--- config.mk ---
export PLATFORM = sky130hd
export DESIGN_NAME = pps_phase_meter
export DESIGN_NICKNAME = d
export VERILOG_FILES = /design/src/rtl/gpsdo_pkg.sv /design/src/rtl/pps_sync_edge.sv /design/src/rtl/pps_phase_meter.sv
export SDC_FILE = /design/constraint.sdc
export NUM_CORES = 1
export LEC_CHECK = 0
export CORE_UTILIZATION = 55
export DETAILED_ROUTE_END_ITERATION = 12
export DONT_BUFFER_PORTS = 1
export PLACE_DENSITY = 0.8
export SYNTH_ARGS = -nofsm -noshare
export SYNTH_HDL_FRONTEND = slang
export SYNTH_SLANG_ARGS = --single-unit
--- constraint.sdc ---
create_clock -name CLK_SYS -period 7.3 [get_ports CLK_SYS]
set_input_delay 1.46 -clock CLK_SYS [delete_from_list [all_inputs] [get_ports CLK_SYS]]
set_output_delay 1.46 -clock CLK_SYS [all_outputs]
set_load 0.02 [all_outputs]
--- src/rtl/gpsdo_pkg.sv ---
// Shared GPSDO definitions: phase-meter FSM states and default clock/counter sizing.
package gpsdo_pkg;

    localparam int DEF_CLK_HZ = 100_000_000;
    localparam int DEF_CNT_W  = 32;

    typedef enum logic [1:0] {
        IDLE   = 2'd0,
        WAIT_L = 2'd1,
        WAIT_G = 2'd2
    } meter_state_t;

endpackage

--- src/rtl/pps_sync_edge.sv ---
// Two-flop synchronizer followed by a registered rising-edge detector.
// Input-to-pulse latency is a fixed 3 cycles.
module pps_sync_edge (
    input  logic CLK_SYS,
    input  logic CLK_RST,
    input  logic din,
    output logic edge_p
);

    logic r_meta;
    logic r_sync;
    logic r_prev;
    logic r_edge;

    always_ff @(posedge CLK_SYS or negedge CLK_RST) begin
        if (!CLK_RST) begin
            r_meta <= 1'b0;
            r_sync <= 1'b0;
            r_prev <= 1'b0;
            r_edge <= 1'b0;
        end else begin
            r_meta <= din;
            r_sync <= r_meta;
            r_prev <= r_sync;
            r_edge <= r_sync & ~r_prev;
        end
    end

    assign edge_p = r_edge;

endmodule

--- src/rtl/pps_phase_meter.sv ---
// GPS vs local 1PPS phase meter: signed offset in CLK_SYS cycles, timeout and GPS-loss reporting.
// Optional running average of phase_err is built when PPS_PHASE_AVG_EN is defined.
module pps_phase_meter
    import gpsdo_pkg::*;
#(
    parameter int CLK_HZ   = DEF_CLK_HZ,
    parameter int CNT_W    = DEF_CNT_W,
    parameter int MAX_CNT  = CLK_HZ / 2,
    parameter int LOST_CNT = CLK_HZ * 3 / 2,
    parameter int AVG_LOG2 = 4
) (
    input  logic             CLK_SYS,
    input  logic             CLK_RST,
    input  logic             _1PPS_GPS,
    input  logic             _1PPS_Local,
    output logic [CNT_W-1:0] phase_err,
    output logic             phase_valid,
    output logic             meas_timeout,
    output logic             gps_lost,
    output logic [CNT_W-1:0] phase_avg,
    output logic             avg_valid
);

    localparam int LOST_W = $clog2(LOST_CNT + 1);

    logic w_g_e;
    logic w_l_e;

    pps_sync_edge u_sync_gps (
        .CLK_SYS (CLK_SYS),
        .CLK_RST (CLK_RST),
        .din     (_1PPS_GPS),
        .edge_p  (w_g_e)
    );

    pps_sync_edge u_sync_local (
        .CLK_SYS (CLK_SYS),
        .CLK_RST (CLK_RST),
        .din     (_1PPS_Local),
        .edge_p  (w_l_e)
    );

    meter_state_t     r_state;
    meter_state_t     w_state_next;
    logic [CNT_W-1:0] r_cnt;
    logic [CNT_W-1:0] w_cnt_next;
    logic [CNT_W-1:0] w_cnt_inc;
    logic [CNT_W-1:0] r_phase_err;
    logic [CNT_W-1:0] w_err_next;
    logic             r_phase_valid;
    logic             w_valid_next;
    logic             r_meas_timeout;
    logic             w_timeout_next;

    assign w_cnt_inc = r_cnt + 1'b1;

    always_ff @(posedge CLK_SYS or negedge CLK_RST) begin
        if (!CLK_RST) begin
            r_state        <= IDLE;
            r_cnt          <= '0;
            r_phase_err    <= '0;
            r_phase_valid  <= 1'b0;
            r_meas_timeout <= 1'b0;
        end else begin
            r_state        <= w_state_next;
            r_cnt          <= w_cnt_next;
            r_phase_err    <= w_err_next;
            r_phase_valid  <= w_valid_next;
            r_meas_timeout <= w_timeout_next;
        end
    end

    // A pairing edge on the timeout cycle still counts as a valid measurement.
    always_comb begin
        w_state_next   = r_state;
        w_cnt_next     = r_cnt;
        w_err_next     = r_phase_err;
        w_valid_next   = 1'b0;
        w_timeout_next = 1'b0;
        case (r_state)
            IDLE: begin
                if (w_g_e && w_l_e) begin
                    w_err_next   = '0;
                    w_valid_next = 1'b1;
                end else if (w_g_e) begin
                    w_cnt_next   = '0;
                    w_state_next = WAIT_L;
                end else if (w_l_e) begin
                    w_cnt_next   = '0;
                    w_state_next = WAIT_G;
                end
            end
            WAIT_L: begin
                if (w_l_e) begin
                    w_err_next   = w_cnt_inc;
                    w_valid_next = 1'b1;
                    w_state_next = IDLE;
                end else if (w_cnt_inc == CNT_W'(MAX_CNT)) begin
                    w_timeout_next = 1'b1;
                    w_state_next   = IDLE;
                end else if (w_g_e) begin
                    w_timeout_next = 1'b1;
                    w_cnt_next     = '0;
                end else begin
                    w_cnt_next = w_cnt_inc;
                end
            end
            WAIT_G: begin
                if (w_g_e) begin
                    w_err_next   = -w_cnt_inc;
                    w_valid_next = 1'b1;
                    w_state_next = IDLE;
                end else if (w_cnt_inc == CNT_W'(MAX_CNT)) begin
                    w_timeout_next = 1'b1;
                    w_state_next   = IDLE;
                end else if (w_l_e) begin
                    w_timeout_next = 1'b1;
                    w_cnt_next     = '0;
                end else begin
                    w_cnt_next = w_cnt_inc;
                end
            end
            default: begin
                w_state_next = IDLE;
            end
        endcase
    end

    logic [LOST_W-1:0] r_lost_cnt;
    logic              r_gps_lost;

    always_ff @(posedge CLK_SYS or negedge CLK_RST) begin
        if (!CLK_RST) begin
            r_lost_cnt <= '0;
            r_gps_lost <= 1'b1;
        end else if (w_g_e) begin
            r_lost_cnt <= '0;
            r_gps_lost <= 1'b0;
        end else if (r_lost_cnt != LOST_W'(LOST_CNT)) begin
            r_lost_cnt <= r_lost_cnt + 1'b1;
            if (r_lost_cnt == LOST_W'(LOST_CNT - 1)) begin
                r_gps_lost <= 1'b1;
            end
        end
    end

    assign phase_err    = r_phase_err;
    assign phase_valid  = r_phase_valid;
    assign meas_timeout = r_meas_timeout;
    assign gps_lost     = r_gps_lost;

`ifdef PPS_PHASE_AVG_EN
    localparam int ACC_W = CNT_W + AVG_LOG2;

    logic signed [ACC_W-1:0] r_acc;
    logic signed [ACC_W-1:0] w_acc_sum;
    logic [AVG_LOG2-1:0]     r_n;
    logic                    r_gps_lost_d;
    logic [CNT_W-1:0]        r_phase_avg;
    logic                    r_avg_valid;

    assign w_acc_sum = r_acc + {{AVG_LOG2{r_phase_err[CNT_W-1]}}, r_phase_err};

    // Dropping the low AVG_LOG2 bits is the floor-rounding arithmetic shift.
    always_ff @(posedge CLK_SYS or negedge CLK_RST) begin
        if (!CLK_RST) begin
            r_acc        <= '0;
            r_n          <= '0;
            r_gps_lost_d <= 1'b1;
            r_phase_avg  <= '0;
            r_avg_valid  <= 1'b0;
        end else begin
            r_gps_lost_d <= r_gps_lost;
            r_avg_valid  <= 1'b0;
            if (r_meas_timeout || (r_gps_lost && !r_gps_lost_d)) begin
                r_acc <= '0;
                r_n   <= '0;
            end else if (r_phase_valid) begin
                if (&r_n) begin
                    r_phase_avg <= w_acc_sum[ACC_W-1:AVG_LOG2];
                    r_avg_valid <= 1'b1;
                    r_acc       <= '0;
                    r_n         <= '0;
                end else begin
                    r_acc <= w_acc_sum;
                    r_n   <= r_n + 1'b1;
                end
            end
        end
    end

    assign phase_avg = r_phase_avg;
    assign avg_valid = r_avg_valid;
`else
    // Averaging depth only matters when the averager is built.
    if (AVG_LOG2 < 0) begin : g_avg_depth_unused
    end

    assign phase_avg = '0;
    assign avg_valid = 1'b0;
`endif

endmodule

==> metrics <==
Post-synth EDFFs 0; Starting Density 56.92%; core box area 12160 µm²; Logic pwr share 28.6%; hold-fix buffers at CTS 0; most frequent cell after synthesis dfrtp_1; Synth Warn # 0; # DRC 0; GR Overflow Total 0; worst skew pair latency 0.36 ns; DRT Wirelength 16.51 mm; CTS Buf Count 9; most frequent cells after synthesis 104 x dfrtp_1, 89 x nor2_1, 73 x nand2_1; Starting DRT DRC Count 640; routed vias 5678; fin util 58.65%; Synth top area share 37.59%; fmax 210.7 MHz; die area 13040 µm²; Max FO, Critical Path 31; Synth cell types 81; initial antenna violation count 0; Root Buffer clkbuf_16; max cap viols 0; Sw Ratio 38.65%; switching power 0.6776 mW; Rows 40; Post-Syn Area 6923 µm²; ANT nets after route 0; final setup vio count 0; vias in the first global route 5373; die height 114.2 µm; Worst Setup End Kind flop; ranking of synthesized cells by area dfrtp_1 38%, xnor2_1 5.2%, nor2_1 4.8%, buf_4 4.1%, nand2_1 4.0%; Critical Path RT 7.54 ns; share of flip-flops with an asynchronous set or reset 100.0%; Worst Tran Pin Value 1.045 ns; final instance area 7133 µm²; Synth Flop Type dfrtp_1; sequential fraction of the synthesis area 37.97%; Worst Hold Class reg2reg; fin crit share 65.00%; PD cells 245.8 nW/µm²; 1st-pass router iterations 5; GRT Util Overall 26.84%; IO Port Bufs 0; count of final hold-check violations 0; Sink Count 105; Mapped Cells 786; clock power share 29.1%; area delta synth->final 3.036%; Final Instance Count excl. Fillers 928; peak supply drop 0.0001291 V; Final HPWL DP 11.74 mm; RSZ-0062 raised after global routing false; Worst-path clk slew 0.07 ns; run status finished, final reports clean; Critical Path AT 4.99 ns; antenna fix cells 0; Yosys top cell by area dfrtp_1; CTS Buffer Depth 2; smallest setup slack after layout 2.555 ns; dpl ws 2.628 ns; placed inst area 6820 µm²; setup_tns 0 ns; CP Class reg2reg; Avg Vias per Cell 6.119; Max-slew headroom 30.31%; Seq pwr share 42.3%; syn avg cell area 8.808 µm²; Die W 114.2 µm; first-pass GRT wire length 27.30 mm; min cycle time layout 4.745 ns; #FFs+latches synth 105; leak pwr 3.043 nW; gpl congestion 0.9499; TritonCTS clock tree built; Setup Buffers After CTS 0; largest net degree at the start of global routing 106; nets@finish 767; H-tree levels 3; post-CTS sizing 0; Final Max Slew Viols 0; Pint 1.076 mW; skew final 0.006555 ns; wire per inst 17.79 µm; share of cells above drive strength 1 8.289%; Fill cells 1034; CP Launch Type flop; cell count after placement 912; I/O pin count 72
==> final timing paths <==
kind	depth (start not counted)	endpoint	startpoint	slack, ns
max	10	r_cnt[19]	r_cnt[0]	2.55
min	0	u_sync_gps.r_sync	u_sync_gps.r_meta	0.36
max reg2reg	10	r_cnt[19]	r_cnt[0]	2.55
min reg2reg	0	u_sync_gps.r_sync	u_sync_gps.r_meta	0.36
max in group asynchronous	0	gps_lost	CLK_RST	6.34
min in group asynchronous	0	r_lost_cnt[20]	CLK_RST	0.79
==> logic make-up (layout without fill, tap and decap cells) <==
kind of cell	after synthesis	count (layout)	synth area share [%]
flip-flops	105	105	37.97
buffers and inverters	108	50	8.548
adder cells (fa/ha/maj)	8	8	1.446
other	1	33	0.05417
AO/OA/AOI/OAI	155	155	15.49
multiplexers	18	18	3.362
XOR/XNOR	70	70	8.964
AND/OR/NAND/NOR	321	321	24.16
==> layout by cell type, fill, tap and decap left out, types with 5 or more instances in the layout <==
cell type  instances
a41o_1             5
or3_1              6
nor4_1            10
nand3_1           36
and3_1            13
a221o_1            5
a22o_1            11
clkbuf_16          9
nand4_1           21
mux2i_1            6
a21oi_1           19
xor2_1            28
buf_4              5
o21ai_0           36
mux2_4            10
conb_1            33
nand2_1           73
inv_1             28
a31oi_1           18
a211oi_1           7
and4_1             8
xnor2_1           41
dfrtp_1          104
a21o_1             7
a22oi_1           12
ha_1               8
nor2_1            89
nor3_1            22
==> worst max-delay path, cell delays in order, from the launching register on <==
cell and delay, ns:
dfrtp_1 0.53, ha_1 0.44, nand4_4 0.22, or4_1 0.66
or3_1 0.42, xor2_1 0.39, nand4_1 0.14, or4_1 0.54
a211o_1 0.51, and2_4 0.40, mux2_4 0.35
==> power groups by stage <==
stage,Clock (mW),Sequential [mW],Combinational [mW]
after global placement,0,0.750,0.476
after global routing,0.540,0.750,0.544
final,0.511,0.742,0.501
after detailed placement,0,0.753,0.493
after floorplan,0,0.733,0.405
after CTS,0.520,0.742,0.496
==> layout make-up <==
type	count	area [µm²]	share of cell area (%)
multi-input cells	605	3835	53.76
flip-flops and latches	105	2629	36.85
clock buffers	10	239.0	3.350
well taps	168	210.2	2.947
inverters	29	108.9	1.526
clock inverters	6	73.82	1.035
repair buffers	5	37.54	0.5262
==> stage by stage <==
stage / hold slack [ns] / total power, mW
2_1_floorplan: 0.3312 / 1.138
3_3_place_gp: 0.3369 / 1.226
3_5_place_dp: 0.3489 / 1.245
4_1_cts: 0.3659 / 1.757
5_1_grt: 0.3666 / 1.835
6_report: 0.3627 / 1.753
==> metal layers <==
layer	vias up	global-route usage (%)	wire, µm
met2	210	40.53	7496
met4	0	12.03	401
met3	25	5.506	1129
li1	2663	-	-
met1	2780	37.18	7480
met5	-	0	0
==> state kept, by name, indices dropped and copies added (netlist names), 2 cells and up <==
name and flops:
phase_err 32, r_cnt 32, r_lost_cnt 28, r_state 2
No activity file was read; power rests on OpenSTA's default activity.
